## src/rtl/sram_arbiter_pkg.sv

```systemverilog
// Shared SRAM bus header: bus widths, access-size encodings and the alignment rule
// used by every requester-facing block.
package sram_arbiter_pkg;

    localparam int SRAM_VA_WIDTH = 16;
    localparam int BUS_WIDTH     = 32;
    localparam int BUS_ACC_WIDTH = 2;

    localparam logic [BUS_ACC_WIDTH-1:0] BUS_ACC_1B = 2'd0;
    localparam logic [BUS_ACC_WIDTH-1:0] BUS_ACC_2B = 2'd1;
    localparam logic [BUS_ACC_WIDTH-1:0] BUS_ACC_4B = 2'd2;

    // Only the two low address bits matter for natural alignment.
    function automatic logic bus_misaligned(input logic [1:0]               addr_lo,
                                            input logic [BUS_ACC_WIDTH-1:0] acc);
        return (addr_lo[0] & (acc != BUS_ACC_1B)) |
               ((addr_lo == 2'd2) & (acc == BUS_ACC_4B));
    endfunction

endpackage

```

## src/rtl/dff.sv

```systemverilog
// Common D flip-flop cell with synchronous active-low reset.
module dff #(
    parameter int           W       = 1,
    parameter logic [W-1:0] RST_VAL = '0
) (
    input  logic         clk,
    input  logic         rstn,
    input  logic [W-1:0] d_i,
    output logic [W-1:0] q_o
);

    always_ff @(posedge clk) begin
        if (!rstn) q_o <= RST_VAL;
        else       q_o <= d_i;
    end

endmodule

```

## src/rtl/sram_arb_slot.sv

```systemverilog
// One pending-request slot: payload captured on load, valid held until cleared.
module sram_arb_slot #(
    parameter int W = 1
) (
    input  logic         clk,
    input  logic         rstn,
    input  logic         load_i,
    input  logic         clr_i,
    input  logic [W-1:0] payload_i,
    output logic         valid_o,
    output logic [W-1:0] payload_o
);

    logic         valid_d;
    logic [W-1:0] payload_d;

    // Load beats clear so a request arriving in the completion cycle is kept.
    assign valid_d   = load_i | (valid_o & ~clr_i);
    assign payload_d = load_i ? payload_i : payload_o;

    dff #(.W(1)) u_vld (
        .clk  (clk),
        .rstn (rstn),
        .d_i  (valid_d),
        .q_o  (valid_o)
    );

    dff #(.W(W)) u_pl (
        .clk  (clk),
        .rstn (rstn),
        .d_i  (payload_d),
        .q_o  (payload_o)
    );

endmodule

```

## src/rtl/sram_arbiter.sv

```systemverilog
// Two-port arbiter in front of sram_controller: one pending slot per port,
// a single downstream access outstanding at a time.
module sram_arbiter
    import sram_arbiter_pkg::*;
#(
    parameter int RR = 1
) (
    input  logic                     clk,
    input  logic                     rstn,

    input  logic [SRAM_VA_WIDTH-1:0] s0_addr,
    input  logic                     s0_w_rb,
    input  logic [BUS_ACC_WIDTH-1:0] s0_acc,
    input  logic [BUS_WIDTH-1:0]     s0_wdata,
    input  logic                     s0_req,
    output logic [BUS_WIDTH-1:0]     s0_rdata,
    output logic                     s0_resp,
    output logic                     s0_fault,

    input  logic [SRAM_VA_WIDTH-1:0] s1_addr,
    input  logic                     s1_w_rb,
    input  logic [BUS_ACC_WIDTH-1:0] s1_acc,
    input  logic [BUS_WIDTH-1:0]     s1_wdata,
    input  logic                     s1_req,
    output logic [BUS_WIDTH-1:0]     s1_rdata,
    output logic                     s1_resp,
    output logic                     s1_fault,

    output logic [SRAM_VA_WIDTH-1:0] m_addr,
    output logic                     m_w_rb,
    output logic [BUS_ACC_WIDTH-1:0] m_acc,
    output logic [BUS_WIDTH-1:0]     m_wdata,
    output logic                     m_req,
    input  logic [BUS_WIDTH-1:0]     m_rdata,
    input  logic                     m_resp,
    input  logic                     m_fault
);

    localparam int NP = 2;
    localparam int PW = SRAM_VA_WIDTH + 1 + BUS_ACC_WIDTH + BUS_WIDTH;

    localparam logic [1:0] ST_IDLE  = 2'd0;
    localparam logic [1:0] ST_ISSUE = 2'd1;
    localparam logic [1:0] ST_WAIT  = 2'd2;

    logic [NP-1:0]                    req, mis, busy, fault, load, resp, slot_vld;
    logic [NP-1:0][1:0]               addr_lo;
    logic [NP-1:0][BUS_ACC_WIDTH-1:0] acc;
    logic [NP-1:0][PW-1:0]            pl_in, pl_q;

    logic [1:0]    state_q, state_d;
    logic          owner_q, owner_d;
    logic          last_q, last_d;
    logic          winner;
    logic          active;
    logic [PW-1:0] owner_pl;
    logic          unused_m_fault;

    assign req     = {s1_req, s0_req};
    assign addr_lo = {s1_addr[1:0], s0_addr[1:0]};
    assign acc     = {s1_acc, s0_acc};
    assign pl_in   = {{s1_addr, s1_w_rb, s1_acc, s1_wdata},
                      {s0_addr, s0_w_rb, s0_acc, s0_wdata}};

    generate
        for (genvar g = 0; g < NP; g++) begin : g_port
            assign mis[g]   = bus_misaligned(addr_lo[g], acc[g]);
            assign resp[g]  = rstn & (state_q == ST_WAIT) & m_resp & (owner_q == 1'(g));
            // The slot frees up in its own completion cycle.
            assign busy[g]  = slot_vld[g] & ~resp[g];
            assign fault[g] = req[g] & (mis[g] | busy[g]);
            assign load[g]  = req[g] & ~fault[g];

            sram_arb_slot #(.W(PW)) u_slot (
                .clk       (clk),
                .rstn      (rstn),
                .load_i    (load[g]),
                .clr_i     (resp[g]),
                .payload_i (pl_in[g]),
                .valid_o   (slot_vld[g]),
                .payload_o (pl_q[g])
            );
        end
    endgenerate

    always_comb begin
        if (&slot_vld) winner = (RR != 0) ? ~last_q : 1'b0;
        else           winner = ~slot_vld[0];
    end

    always_comb begin
        state_d = state_q;
        owner_d = owner_q;
        last_d  = last_q;
        case (state_q)
            ST_IDLE: begin
                if (|slot_vld) begin
                    owner_d = winner;
                    state_d = ST_ISSUE;
                end
            end
            ST_ISSUE: state_d = ST_WAIT;
            ST_WAIT: begin
                if (m_resp) begin
                    last_d  = owner_q;
                    state_d = ST_IDLE;
                end
            end
            default: state_d = ST_IDLE;
        endcase
    end

    always_ff @(posedge clk) begin
        if (!rstn) begin
            state_q <= ST_IDLE;
            owner_q <= 1'b0;
            last_q  <= 1'b1;
        end else begin
            state_q <= state_d;
            owner_q <= owner_d;
            last_q  <= last_d;
        end
    end

    // Outputs are gated by rstn so they read zero while reset is held.
    assign active   = rstn & ((state_q == ST_ISSUE) | (state_q == ST_WAIT));
    assign owner_pl = pl_q[owner_q];
    assign {m_addr, m_w_rb, m_acc, m_wdata} = active ? owner_pl : '0;
    assign m_req    = rstn & (state_q == ST_ISSUE);

    assign s0_resp  = resp[0];
    assign s0_rdata = resp[0] ? m_rdata : '0;
    assign s0_fault = fault[0];
    assign s1_resp  = resp[1];
    assign s1_rdata = resp[1] ? m_rdata : '0;
    assign s1_fault = fault[1];

    assign unused_m_fault = m_fault;

endmodule

```

## config.mk

```make
export PLATFORM = sky130hd
export DESIGN_NAME = sram_arbiter
export DESIGN_NICKNAME = d
export VERILOG_FILES = /design/src/rtl/sram_arbiter_pkg.sv /design/src/rtl/dff.sv /design/src/rtl/sram_arb_slot.sv /design/src/rtl/sram_arbiter.sv
export SDC_FILE = /design/constraint.sdc
export NUM_CORES = 1
export LEC_CHECK = 0
export ABC_AREA = 1
export BUFFER_PORTS_ARGS = -buffer_cell sky130_fd_sc_hd__clkbuf_2
export CORE_MARGIN = 10
export CORE_UTILIZATION = 50
export DETAILED_ROUTE_END_ITERATION = 8
export PLACE_DENSITY = 0.8
export SYNTH_ARGS = -nofsm -noshare
export SYNTH_HDL_FRONTEND = slang
export SYNTH_SLANG_ARGS = --single-unit
```

## constraint.sdc

```tcl
create_clock -name clk -period 1.9 [get_ports clk]
set_input_delay 0.38 -clock clk [delete_from_list [all_inputs] [get_ports clk]]
set_output_delay 0.38 -clock clk [all_outputs]
set_load 0.03 [all_outputs]
```

; Yosys cells after proc, flatten, opt, wreduce, memory -nomap -nowiden
; Cells that the tools add are included.
; Widths: inputs -> output; s select.
[totals]
wordCells = 63
inputBits = 140
regBits = 108
[classes]
bitwise_logic = 30
reduce_logical = 8
n_eq_ne = 8
mux = 9
magnitude_cmp = 1
[op_table]
columns = operator, n
row1 = $mux 51, 3
row2 = $mux 32, 2
row3 = $and 1x1->1, 16
row4 = $eq 2x2->1 const B, 5
row5 = $reduce_and 2->1, 4
row6 = $not 1->1, 7
row7 = $or 1x1->1, 7
row8 = $pmux 2 s3, 1
row9 = $mux 2, 2
row10 = $ne 2x2->1 const B, 2
row11 = $reduce_bool 2->1, 2
row12 = $eq 2x1->1 const B, 1
row13 = $logic_not 2->1, 1
row14 = $lt 1x2->1 const B, 1
row15 = $reduce_or 2->1, 1
row16 = $mux 1, 1

; Logic depth before layout (Yosys ltp)
; Gate-level depths: netlist (run 1).
[logic_depth]
word_depth = 11
mapped_depth = 9

; By module
; A second synthesis (run 1) with hierarchy kept.
[unflattened]
cells_unflattened = 996
hier_area_um2 = 6127.1
[modules_own_cells]
columns = mod, cells_each, seq_area_each_um2, area_each_um2, n_inst
row1 = dff at g_port[0].u_slot.u_pl ..., 159, 1021.0, 1467.7, 2
row2 = sram_arbiter, 336, 80.1, 1595.3, 1
row3 = sram_arb_slot, 168, 0.0, 770.7, 2
row4 = dff at g_port[0].u_slot.u_vld ..., 3, 20.0, 27.5, 2

; Worst setup path before layout (run 1)
; OpenSTA, ideal clock, no wires.
[synth_path]
path_type = register to output
start = reg state_q[0]
end = out s1_fault
n_path_buf = 1
setup_slack_ps = -327
stages_incl_launch_ff = 7
arrival_ps = 1847
required_ps = 1520
path_cell_list = dfxtp_1 inv_1 ha_1 nand4_2 nand2_2 buf_2 a21boi_0
[synth_via]
elab_chain_cells = 8
[synth_lines]
columns = element, line
row1 = start: declaration, sram_arbiter.sv:51  ; logic [1:0] state_q, state_d;
row2 = start signal: assignment, sram_arbiter.sv:119  ; state_q <= state_d;
row3 = $eq 2x2->1, sram_arbiter.sv:68  ; assign resp[g] = rstn & (state_q == ST_WAIT) & m_resp & (owner_q == 1'(g));
row4 = $and 1x1->1 (3 in a row), sram_arbiter.sv:68
row5 = $not 1->1, sram_arbiter.sv:70  ; assign busy[g] = slot_vld[g] & ~resp[g];
row6 = $and 1x1->1, sram_arbiter.sv:70
row7 = $or 1x1->1, sram_arbiter.sv:71  ; assign fault[g] = req[g] & (mis[g] | busy[g]);
row8 = $and 1x1->1, sram_arbiter.sv:71
row9 = end: declaration, sram_arbiter.sv:27  ; output logic s1_fault,
; No other way between the ends.

; Final worst setup path (run 1)
[layout_path]
start = reg state_q[1]
end = out m_wdata[22]
[layout_via]
elab_chain_cells = 4
elab_cells_between_ends = 5
classes_between = eq/ne: 2 / mux: 1 / bitwise: 2
[layout_lines]
columns = element, line
row1 = $eq 2x1->1 / $eq 2x2->1 (equally long branches), sram_arbiter.sv:126  ; assign active = rstn & ((state_q == ST_ISSUE) | (state_q == ST_WAIT));
row2 = $or 1x1->1 (*), sram_arbiter.sv:126
row3 = $and 1x1->1 (*), sram_arbiter.sv:126
row4 = $mux 51 (*), sram_arbiter.sv:128  ; assign {m_addr, m_w_rb, m_acc, m_wdata} = active ? owner_pl : '0;
row5 = end: declaration, sram_arbiter.sv:32  ; output logic [BUS_WIDTH-1:0] m_wdata,
; Mark *: on every way between the ends. The rest lies on a longest branch, timed or not.

==> flow_metrics.py, run 1 <==
metrics = {
    "cells_and_area": {
        "antenna_cells": 0,
        "instances_no_fill": 1552,
        "design_area_sq_um": 9650,
        "final_core_util_pct": 75.8,
        "area_growth_pct": 46.8,
        "final_nets": 1520,
        "final_layout_size_suffix_gt1_share_pct": 31.1,
    },
    "sta": {
        "setup_slack_ns": -0.298,
        "setup_viol": 117,
        "maxSlewHeadroom_pct": 32.9,
        "timing.fmax_ghz": 0.455,
        "fin_crit_sh_pct": 116,
        "tightest_slew_ns": 1.01,
        "skew_ns": 0.00497,
        "hold_slack_ns": 0.335,
        "hold_violations": 0,
        "rsz0062_at_grt": "yes",
        "slew_violations": 0,
        "finalSetupTns_ns": -21.39,
        "period_needed_ns": 2.20,
    },
    "flow_run": {
        "maxCapViolations": 0,
    },
    "clock_network": {
        "clock_path_buffers": 2,
        "htreeDepth": 3,
        "cts.sinks": 108,
        "tritoncts": "built",
        "cts.clk_slew.worst_paths_ns": 0.07,
        "insertion_delay_ns": 0.35,
        "cts_root_buffer": "clkbuf_16",
        "numCtsBuffers": 9,
    },
    "critical_path": {
        "regToRegStartpoint": "state_q[0]",
        "rrSetupSlack_ns": 0.17,
        "worstSetupPathType": "reg2out",
        "reg2regPathDepth": 8,
        "critPathLaunch": "state_q[1]",
        "cp.arrival_ns": 1.82,
        "critPathCapture": "m_wdata[22]",
        "cp-start-kind": "flop",
        "r2r-end": "g_port[1].u_slot.u_pl.q_o[18]",
        "worstSetupEndpointType": "output port",
        "worst-path-max-fanout": 8,
        "worstPathRequired_ns": 1.52,
    },
    "route": {
        "wirelength_mm": 23.6,
        "dr.pass1.iters": 7,
        "vias": 7533,
        "ant_nets": 0,
        "drtIter0Drc": 679,
        "viasPerCell": 4.85,
        "drc": 0,
        "wl_per_cell_um": 15.2,
    },
    "floorplanning": {
        "die_w_um": 135,
        "die_h_um": 135,
        "core_sq_um": 12700,
        "pin_count": 260,
        "die-area_sq_um": 18100,
        "rows": 41,
        "initial_core_util_pct": 51.7,
    },
    "pwr": {
        "power.density_nw_per_um2": 856,
        "irDropWorstVdd_v": 0.000742,
        "leakage_nw": 5.43,
    },
    "yosys": {
        "synth_ff_type": "dfxtp_1",
        "yosysTopAreaCellShare_pct": 32.9,
        "synth_area_leaders": "dfxtp_1 (33%), inv_1 (20%), nand2_1 (13%)",
        "synth_area_sq_um": 6570,
        "syn_inst": 1145,
        "ys_ff_latch": 108,
        "synth_warnings": 0,
        "synthMostInstantiatedCell": "inv_1",
        "syn_avg_cell_area_sq_um": 5.74,
        "ys_async_sr_fraction_pct": 0,
        "yosysSeqAreaShare_pct": 32.9,
        "yosysTopAreaCell": "dfxtp_1",
        "synth_edf_count": 0,
        "synthesis.nets": 1289,
        "ys_types": 20,
        "yosys-top-cells-count": "inv_1 (345), nand2_1 (219), nor2_1 (168), dfxtp_1 (108), nand4_1 (102)",
    },
    "placed_design": {
        "placed_cells": 1529,
        "place.gp.congestion": 0.859,
        "placed_area_sq_um": 8280,
        "io_buffers": 258,
        "dp_hpwl_mm": 15.4,
    },
    "min_path": {
        "hp-class": "in2reg",
    },
    "global_route": {
        "antenna_found_initial": 0,
        "grt_start_max_net_pins": 97,
        "grt_pass1_wl_mm": 37.4,
        "overflow": 0,
        "grt_usage_pct": 25.3,
        "grt_pass1_vias": 7390,
    },
    "run_status": {
        "outcome": "finished, violations left",
        "violations": "setup timing",
    },
}
==> metal layers <==
metal	global-route usage (%)	share of wire, %
met2	45.2	50
met5	0	0
met1	28.9	41
met3	6.82	7.1
met4	6.71	2.2
==> where the power goes <==
group	leakage, nW	internal (W)	switching [W]
Clock	0.135	0.000952	0.000838
Combinational	4.40	0.00159	0.00226
Sequential	0.891	0.00248	0.000123
==> placed cells by master, fill, tap and decap left out, types with 37 or more instances in the layout <==
| cell | instances |
|---|---|
| nand4_1 | 102 |
| nor2_1 | 165 |
| clkbuf_4 | 66 |
| clkbuf_8 | 53 |
| nand2_1 | 216 |
| inv_1 | 342 |
| clkbuf_2 | 139 |
| o21ai_2 | 37 |
| a21oi_2 | 50 |
| dfxtp_1 | 105 |
==> logic make-up (layout without fill, tap and decap cells) <==
logic type,after synthesis,count (layout),synth area share (%)
AOI/OAI and AO/OA,114,114,8.79
buffers and inverters,423,658,24.6
DFF,108,108,32.9
and+or+nand+nor,496,496,33.0
adders and majority gates,4,4,0.762
==> sequential cells by signal, indices dropped and copies added, names as in the netlist <==
name / count
g_port.u_slot.u_pl.q_o: 102
g_port.u_slot.u_vld.q_o: 2
state_q: 2
last_q: 1
owner_q: 1
==> stage by stage <==
step | power [W] | setup WS, ns
floorplan | 0.00444 | -0.0920
global placement | 0.00527 | -0.0302
detailed placement | 0.00532 | -0.0344
CTS | 0.00786 | -0.271
global route | 0.00870 | -0.354
finish | 0.00825 | -0.298
==> cell type report <==
cell class                 count  area, sq um
inverter                     347         1320
clock inverter                 2         10.0
sequential                   108         2170
clock buffer                  13          260
tap                          172          215
fill                         974         3070
timing repair buffer         296         2390
multi-input combinational    614         3290
==> timing repair <==
item,in CTS,in global routing
hold buffers,0,0
gates resized for setup,241,65
cloned,3,2
endpoints found under the setup margin,119,129
setup buffers,3,1
pin swaps,4,1
==> worst min path at each step <==
stage | start | end | cells after the start
after global placement | g_port[0].u_slot.u_pl.q_o[27] | g_port[0].u_slot.u_pl.q_o[27] | 4
after floorplan | state_q[0] | state_q[0] | 2
after detailed placement | g_port[1].u_slot.u_pl.q_o[35] | g_port[1].u_slot.u_pl.q_o[35] | 4
final | rstn | g_port[1].u_slot.u_pl.q_o[4] | 3
after global routing | rstn | g_port[1].u_slot.u_pl.q_o[3] | 3
after CTS | rstn | g_port[1].u_slot.u_pl.q_o[4] | 3
==> worst max-delay path, stage by stage, from the launching register on <==
cell and delay [ns]:
dfxtp_2 0.35, inv_2 0.05, ha_4 0.27, nand2_4 0.06
clkinv_8 0.08, buf_8 0.12, buf_16 0.15, o21ai_2 0.07
a21oi_2 0.13, clkbuf_8 0.18
Power figures use the tool's default switching activity.
==> run 2, diff against run 1 <==
- ABC_AREA: 1 -> default
- CORE_UTILIZATION: 50 -> 47
- PLACE_DENSITY: 0.8 -> 0.78
==> flow_metrics.py, run 2 <==
metrics = {
    "cells_and_area": {
        "antenna_cells": 0,
        "final_layout_size_suffix_gt1_share_pct": 46.1,
        "final_cell_mix": "nand2_1 (210), mux2i_1 (152), clkbuf_2 (138)",
        "final_nets": 1076,
        "nFillCells": 710,
        "layout_commonest_cell": "nand2_1",
        "largest_register_ffs": 102,
        "reg.largest.list": "g_port.u_slot.u_pl.q_o (102), g_port.u_slot.u_vld.q_o (2), state_q (2)",
        "top_register": "g_port.u_slot.u_pl.q_o",
        "instances_no_fill": 1084,
        "area_growth_pct": 65.8,
    },
    "global_route": {
        "grt_usage_pct": 22.2,
        "grt_pass1_wl_mm": 29.6,
        "overflow": 0,
        "antenna_found_initial": 0,
        "grt_pass1_vias": 5661,
        "grt_start_max_net_pins": 113,
    },
    "yosys": {
        "synthesis.nets": 817,
        "syn_avg_cell_area_sq_um": 8.44,
        "synth_area_leaders": "dfxtp_1 (38%), mux2i_1 (27%), nand2_1 (14%)",
        "synth_edf_count": 0,
        "ys_types": 26,
        "ys_async_sr_fraction_pct": 0,
        "yosysTopAreaCell": "dfxtp_1",
        "synth_area_sq_um": 5680,
        "synthMostInstantiatedCell": "nand2_1",
        "yosys-top-cells-count": "nand2_1 (211), mux2i_1 (154), dfxtp_1 (108), and2_1 (65), nor2_1 (52)",
        "yosysSeqAreaShare_pct": 38.1,
        "synth_ff_type": "dfxtp_1",
        "syn_inst": 673,
        "synth_warnings": 0,
        "yosysTopAreaCellShare_pct": 38.1,
        "ys_ff_latch": 108,
    },
    "critical_path": {
        "cp-start-kind": "flop",
        "worstSetupEndpointType": "output port",
        "worstSetupPathType": "reg2out",
        "cp.arrival_ns": 1.71,
        "worstPathCellList": "inv_4, ha_4, and4_4, buf_12, and2_1, clkbuf_8",
        "worstPathRequired_ns": 1.52,
        "crit_slowest_cell": "dfxtp_2",
        "cpPeakStageDelay_ns": 0.34,
        "worst-path-max-fanout": 17,
    },
    "route": {
        "wirelength_mm": 21.5,
        "drc": 0,
        "ant_nets": 0,
        "viasPerCell": 5.09,
        "vias": 5522,
        "wl_per_cell_um": 19.8,
        "drtIter0Drc": 383,
        "dr.pass1.iters": 5,
    },
    "floorplanning": {
        "die_w_um": 130,
        "core_sq_um": 11900,
        "pin_count": 260,
        "die_h_um": 130,
        "initial_core_util_pct": 47.7,
        "die-area_sq_um": 16900,
        "rows": 40,
    },
    "clock_network": {
        "tritoncts": "built",
        "cts.clk_slew.worst_paths_ns": 0.08,
        "cts_root_buffer": "clkbuf_16",
        "cts_hold_buffers": 0,
        "numCtsBuffers": 9,
        "htreeDepth": 3,
        "insertion_delay_ns": 0.35,
        "clock_path_buffers": 2,
        "cts.sinks": 108,
    },
    "placed_design": {
        "place_ws_ns": -0.0122,
        "place.gp.congestion": 0.825,
        "dp_hpwl_mm": 12.8,
        "placed_cells": 1043,
        "io_buffers": 258,
    },
    "pwr": {
        "p_sw_share_pct": 29.4,
        "clock_power_share_pct": 32.8,
        "share_comb_of_total_power_pct": 24.6,
        "p_seq_share_pct": 42.7,
        "switchingPower_w": 0.00171,
        "leakage_nw": 3.99,
        "irDropWorstVdd_v": 0.000498,
        "fin_total_pwr_w": 0.00582,
        "p_int_w": 0.00411,
        "power.density_nw_per_um2": 618,
    },
    "sta": {
        "rsz0062_at_grt": "yes",
        "hold_violations": 0,
        "slew_violations": 0,
        "finalSetupTns_ns": -16.96,
        "timing.fmax_ghz": 0.479,
        "tightest_slew_ns": 0.618,
        "setup_slack_ns": -0.188,
        "fin_crit_sh_pct": 110,
        "skew_ns": 0.0113,
        "maxSlewHeadroom_pct": 58.8,
        "hold_slack_ns": 0.242,
        "period_needed_ns": 2.09,
        "setup_viol": 169,
    },
    "min_path": {
        "hp-class": "in2reg",
    },
    "flow_run": {
        "maxCapViolations": 0,
    },
    "run_status": {
        "outcome": "finished, violations left",
        "violations": "setup timing",
    },
}
run 2: per-layer routing:
metal  global-route usage [%]  vias to the layer above  wire, um
li1                         -                     2692         -
met2                     38.4                      210     11100
met5                        0                        -         0
met3                     11.0                       30      2110
met4                     6.68                        0       390
met1                     23.2                     2590      7910
run 2: area by class of cell:
type | count | area, sq um | area share (%)
Clock buffer | 9 | 225 | 2.39
Clock inverter | 7 | 72.6 | 0.770
Inverter | 2 | 12.5 | 0.133
Timing Repair Buffer | 302 | 3110 | 33.0
Sequential cell | 108 | 2170 | 23.0
Tap cell | 147 | 184 | 1.95
Multi-Input combinational cell | 509 | 3640 | 38.7
run 2: logic make-up (layout without fill, tap and decap cells):
kind of cell / Yosys count / count (layout) / synth area share, %
buffers and inverters: 56 / 320 / 6.45
and+or+nand+nor: 341 / 341 / 26.2
DFF: 108 / 108 / 38.1
adders and majority gates: 4 / 4 / 0.881
AOI/OAI and AO/OA: 10 / 10 / 1.26
muxes: 154 / 154 / 27.1
run 2: power groups by stage:
stage	Combinational [W]	Sequential (W)	Clock, W
finish	0.00143	0.00248	0.00191
global route	0.00152	0.00250	0.00201
CTS	0.00125	0.00248	0.00194
detailed placement	0.000997	0.00253	0
global placement	0.000982	0.00252	0
floorplan	0.000683	0.00251	0
run 2: path summary, 6_finish.rpt:
path	startpoint	endpoint	slack, ns	cells after the start
min	s0_wdata[26]	g_port[0].u_slot.u_pl.q_o[26]	0.24	3
max reg2reg	state_q[0]	g_port[0].u_slot.u_pl.q_o[29]	-0.10	10
max	state_q[0]	s1_rdata[13]	-0.19	6
min reg2reg	g_port[1].u_slot.u_pl.q_o[17]	g_port[1].u_slot.u_pl.q_o[17]	0.46	2
run 2: timing repair:
item                                    CTS  global route
pin swaps                                 9            39
buffers inserted                         10             6
gates cloned                              5             7
gates resized for setup                 298           208
endpoints found under the setup margin  123           170
run 2: worst max-delay path: cells and delay by family (launching register included):
kind	cells	cell delay, ns
flops	1	0.34
fa+ha+maj	1	0.15
simple gates	2	0.45
buf+inv	3	0.42
run 2: through the flow:
step	utilization (%)	instance area (sq um)
global route	79.1	9420
CTS	73.8	8790
floorplan	-	5680
global placement	59.4	7080
finish	79.1	9420
detailed placement	59.4	7080
==> run 3, diff against run 2 <==
- PLACE_DENSITY: 0.78 -> 0.79
- SKIP_CTS_REPAIR_TIMING: default -> 1
==> flow_metrics.py, run 3 (synthesis gave the netlist of run 2 again) <==
metrics = {
    "run_status": {
        "outcome": "finished, violations left",
        "violations": "setup timing",
    },
    "cells_and_area": {
        "final_nets": 1061,
        "final_cell_mix": "nand2_1 (210), mux2i_1 (154), clkbuf_2 (138)",
        "layout_commonest_cell": "nand2_1",
        "final_core_util_pct": 72.8,
        "top_register": "g_port.u_slot.u_pl.q_o",
        "antenna_cells": 0,
        "reg.largest.list": "g_port.u_slot.u_pl.q_o (102), g_port.u_slot.u_vld.q_o (2), state_q (2)",
        "area_growth_pct": 52.6,
        "largest_register_ffs": 102,
        "final_layout_size_suffix_gt1_share_pct": 43.3,
    },
    "sta": {
        "fin_crit_sh_pct": 111,
        "setup_viol": 119,
        "finalSetupTns_ns": -15.83,
        "rsz0062_at_grt": "yes",
        "hold_violations": 0,
        "timing.fmax_ghz": 0.474,
        "maxSlewHeadroom_pct": 33.1,
        "skew_ns": 0.00871,
        "tightest_slew_ns": 1.00,
        "slew_violations": 0,
        "setup_slack_ns": -0.211,
        "period_needed_ns": 2.11,
    },
    "floorplanning": {
        "die_w_um": 130,
        "die_h_um": 130,
        "rows": 40,
        "initial_core_util_pct": 47.7,
        "core_sq_um": 11900,
        "pin_count": 260,
        "die-area_sq_um": 16900,
    },
    "clock_network": {
        "cts_root_buffer": "clkbuf_16",
        "htreeDepth": 3,
        "cts.sinks": 108,
        "tritoncts": "built",
        "insertion_delay_ns": 0.35,
        "clock_path_buffers": 2,
        "numCtsBuffers": 9,
        "cts.clk_slew.worst_paths_ns": 0.07,
    },
    "critical_path": {
        "cp_num_buf_inv": 3,
        "path_delay_family": "simple AND/OR/NAND/NOR gates",
        "worstSetupEndpointType": "output port",
        "crit_slowest_cell": "dfxtp_4",
        "worst-path-max-fanout": 17,
        "cp-start-kind": "flop",
        "worstSetupPathType": "reg2out",
        "worstPathCellList": "inv_4, ha_4, and4b_4, buf_12, and2_1, buf_4",
        "worstPathRequired_ns": 1.52,
        "cp.arrival_ns": 1.73,
        "cpPeakStageDelay_ns": 0.35,
    },
    "route": {
        "viasPerCell": 5.18,
        "ant_nets": 0,
        "vias": 5525,
        "routed-wl-met3_mm": 1.80,
        "wl_met2_mm": 10.6,
        "top_layer": "met4",
        "met1Wirelength_mm": 7.94,
        "wirelength_mm": 21.0,
        "wl_per_cell_um": 19.7,
        "dr.pass1.iters": 4,
        "drtIter0Drc": 255,
        "drc": 0,
    },
    "placed_design": {
        "place_ws_ns": 0.00158,
        "place.gp.congestion": 0.803,
        "dp_hpwl_mm": 12.9,
        "io_buffers": 258,
    },
    "global_route": {
        "overflow": 0,
        "grt_start_max_net_pins": 110,
        "antenna_found_initial": 0,
        "grt_usage_pct": 18.8,
        "grt_pass1_vias": 4961,
        "grt_pass1_wl_mm": 25.2,
    },
    "min_path": {
        "hp-class": "in2reg",
    },
    "pwr": {
        "share_comb_of_total_power_pct": 22.9,
        "clock_power_share_pct": 32.9,
        "switchingPower_w": 0.00162,
        "p_seq_share_pct": 44.2,
        "p_int_w": 0.00400,
        "leakage_nw": 3.73,
        "p_sw_share_pct": 28.9,
        "irDropWorstVdd_v": 0.000504,
        "power.density_nw_per_um2": 648,
    },
    "flow_run": {
        "maxCapViolations": 0,
    },
}
run 3: worst paths after layout:
| check | from | to | slack [ns] | depth (start not counted) |
|---|---|---|---|---|
| max reg2reg | state_q[0] | g_port[0].u_slot.u_pl.q_o[10] | 0.05 | 7 |
| max | state_q[0] | s0_rdata[18] | -0.21 | 6 |
| min reg2reg | g_port[1].u_slot.u_pl.q_o[0] | g_port[1].u_slot.u_pl.q_o[0] | 0.46 | 2 |
| min | s1_addr[4] | g_port[1].u_slot.u_pl.q_o[39] | 0.25 | 3 |
run 3: metal layers:
metal / vias up / global-route usage (%)
met3: 46 / 9.21
met2: 233 / 32.4
met4: 0 / 5.42
met5: - / 0
li1: 2656 / -
met1: 2590 / 19.9
run 3: stage by stage:
stage	cell area, sq um	hold slack (ns)	power (W)	std cells
5_1_grt	8670	0.243	0.00581	1067
3_5_place_dp	7060	0.446	0.00352	1041
4_1_cts	7340	0.220	0.00535	1055
2_1_floorplan	5680	0.434	0.00319	673
3_3_place_gp	7060	0.441	0.00350	1041
6_report	8670	0.246	0.00562	1067
run 3: tightest hold or removal path: stages:
cell and delay, ns:
clkbuf_2 0.08, nand2_1 0.04, mux2i_1 0.05
run 3: cell type report:
class | count | area, sq um
Timing Repair Buffer | 287 | 2470
Sequential cell | 108 | 2170
Clock buffer | 10 | 229
Fill cell | 845 | 3240
Clock inverter | 4 | 51.3
Inverter | 2 | 10.0
Multi-Input combinational cell | 509 | 3560
Tap cell | 147 | 184
run 3: power groups by stage:
stage | sequential [W] | combinational [W] | clock (W)
3_3_place_gp | 0.00252 | 0.000980 | 0
3_5_place_dp | 0.00253 | 0.000990 | 0
6_report | 0.00248 | 0.00129 | 0.00185
2_1_floorplan | 0.00251 | 0.000683 | 0
4_1_cts | 0.00248 | 0.000994 | 0.00188
5_1_grt | 0.00250 | 0.00138 | 0.00194
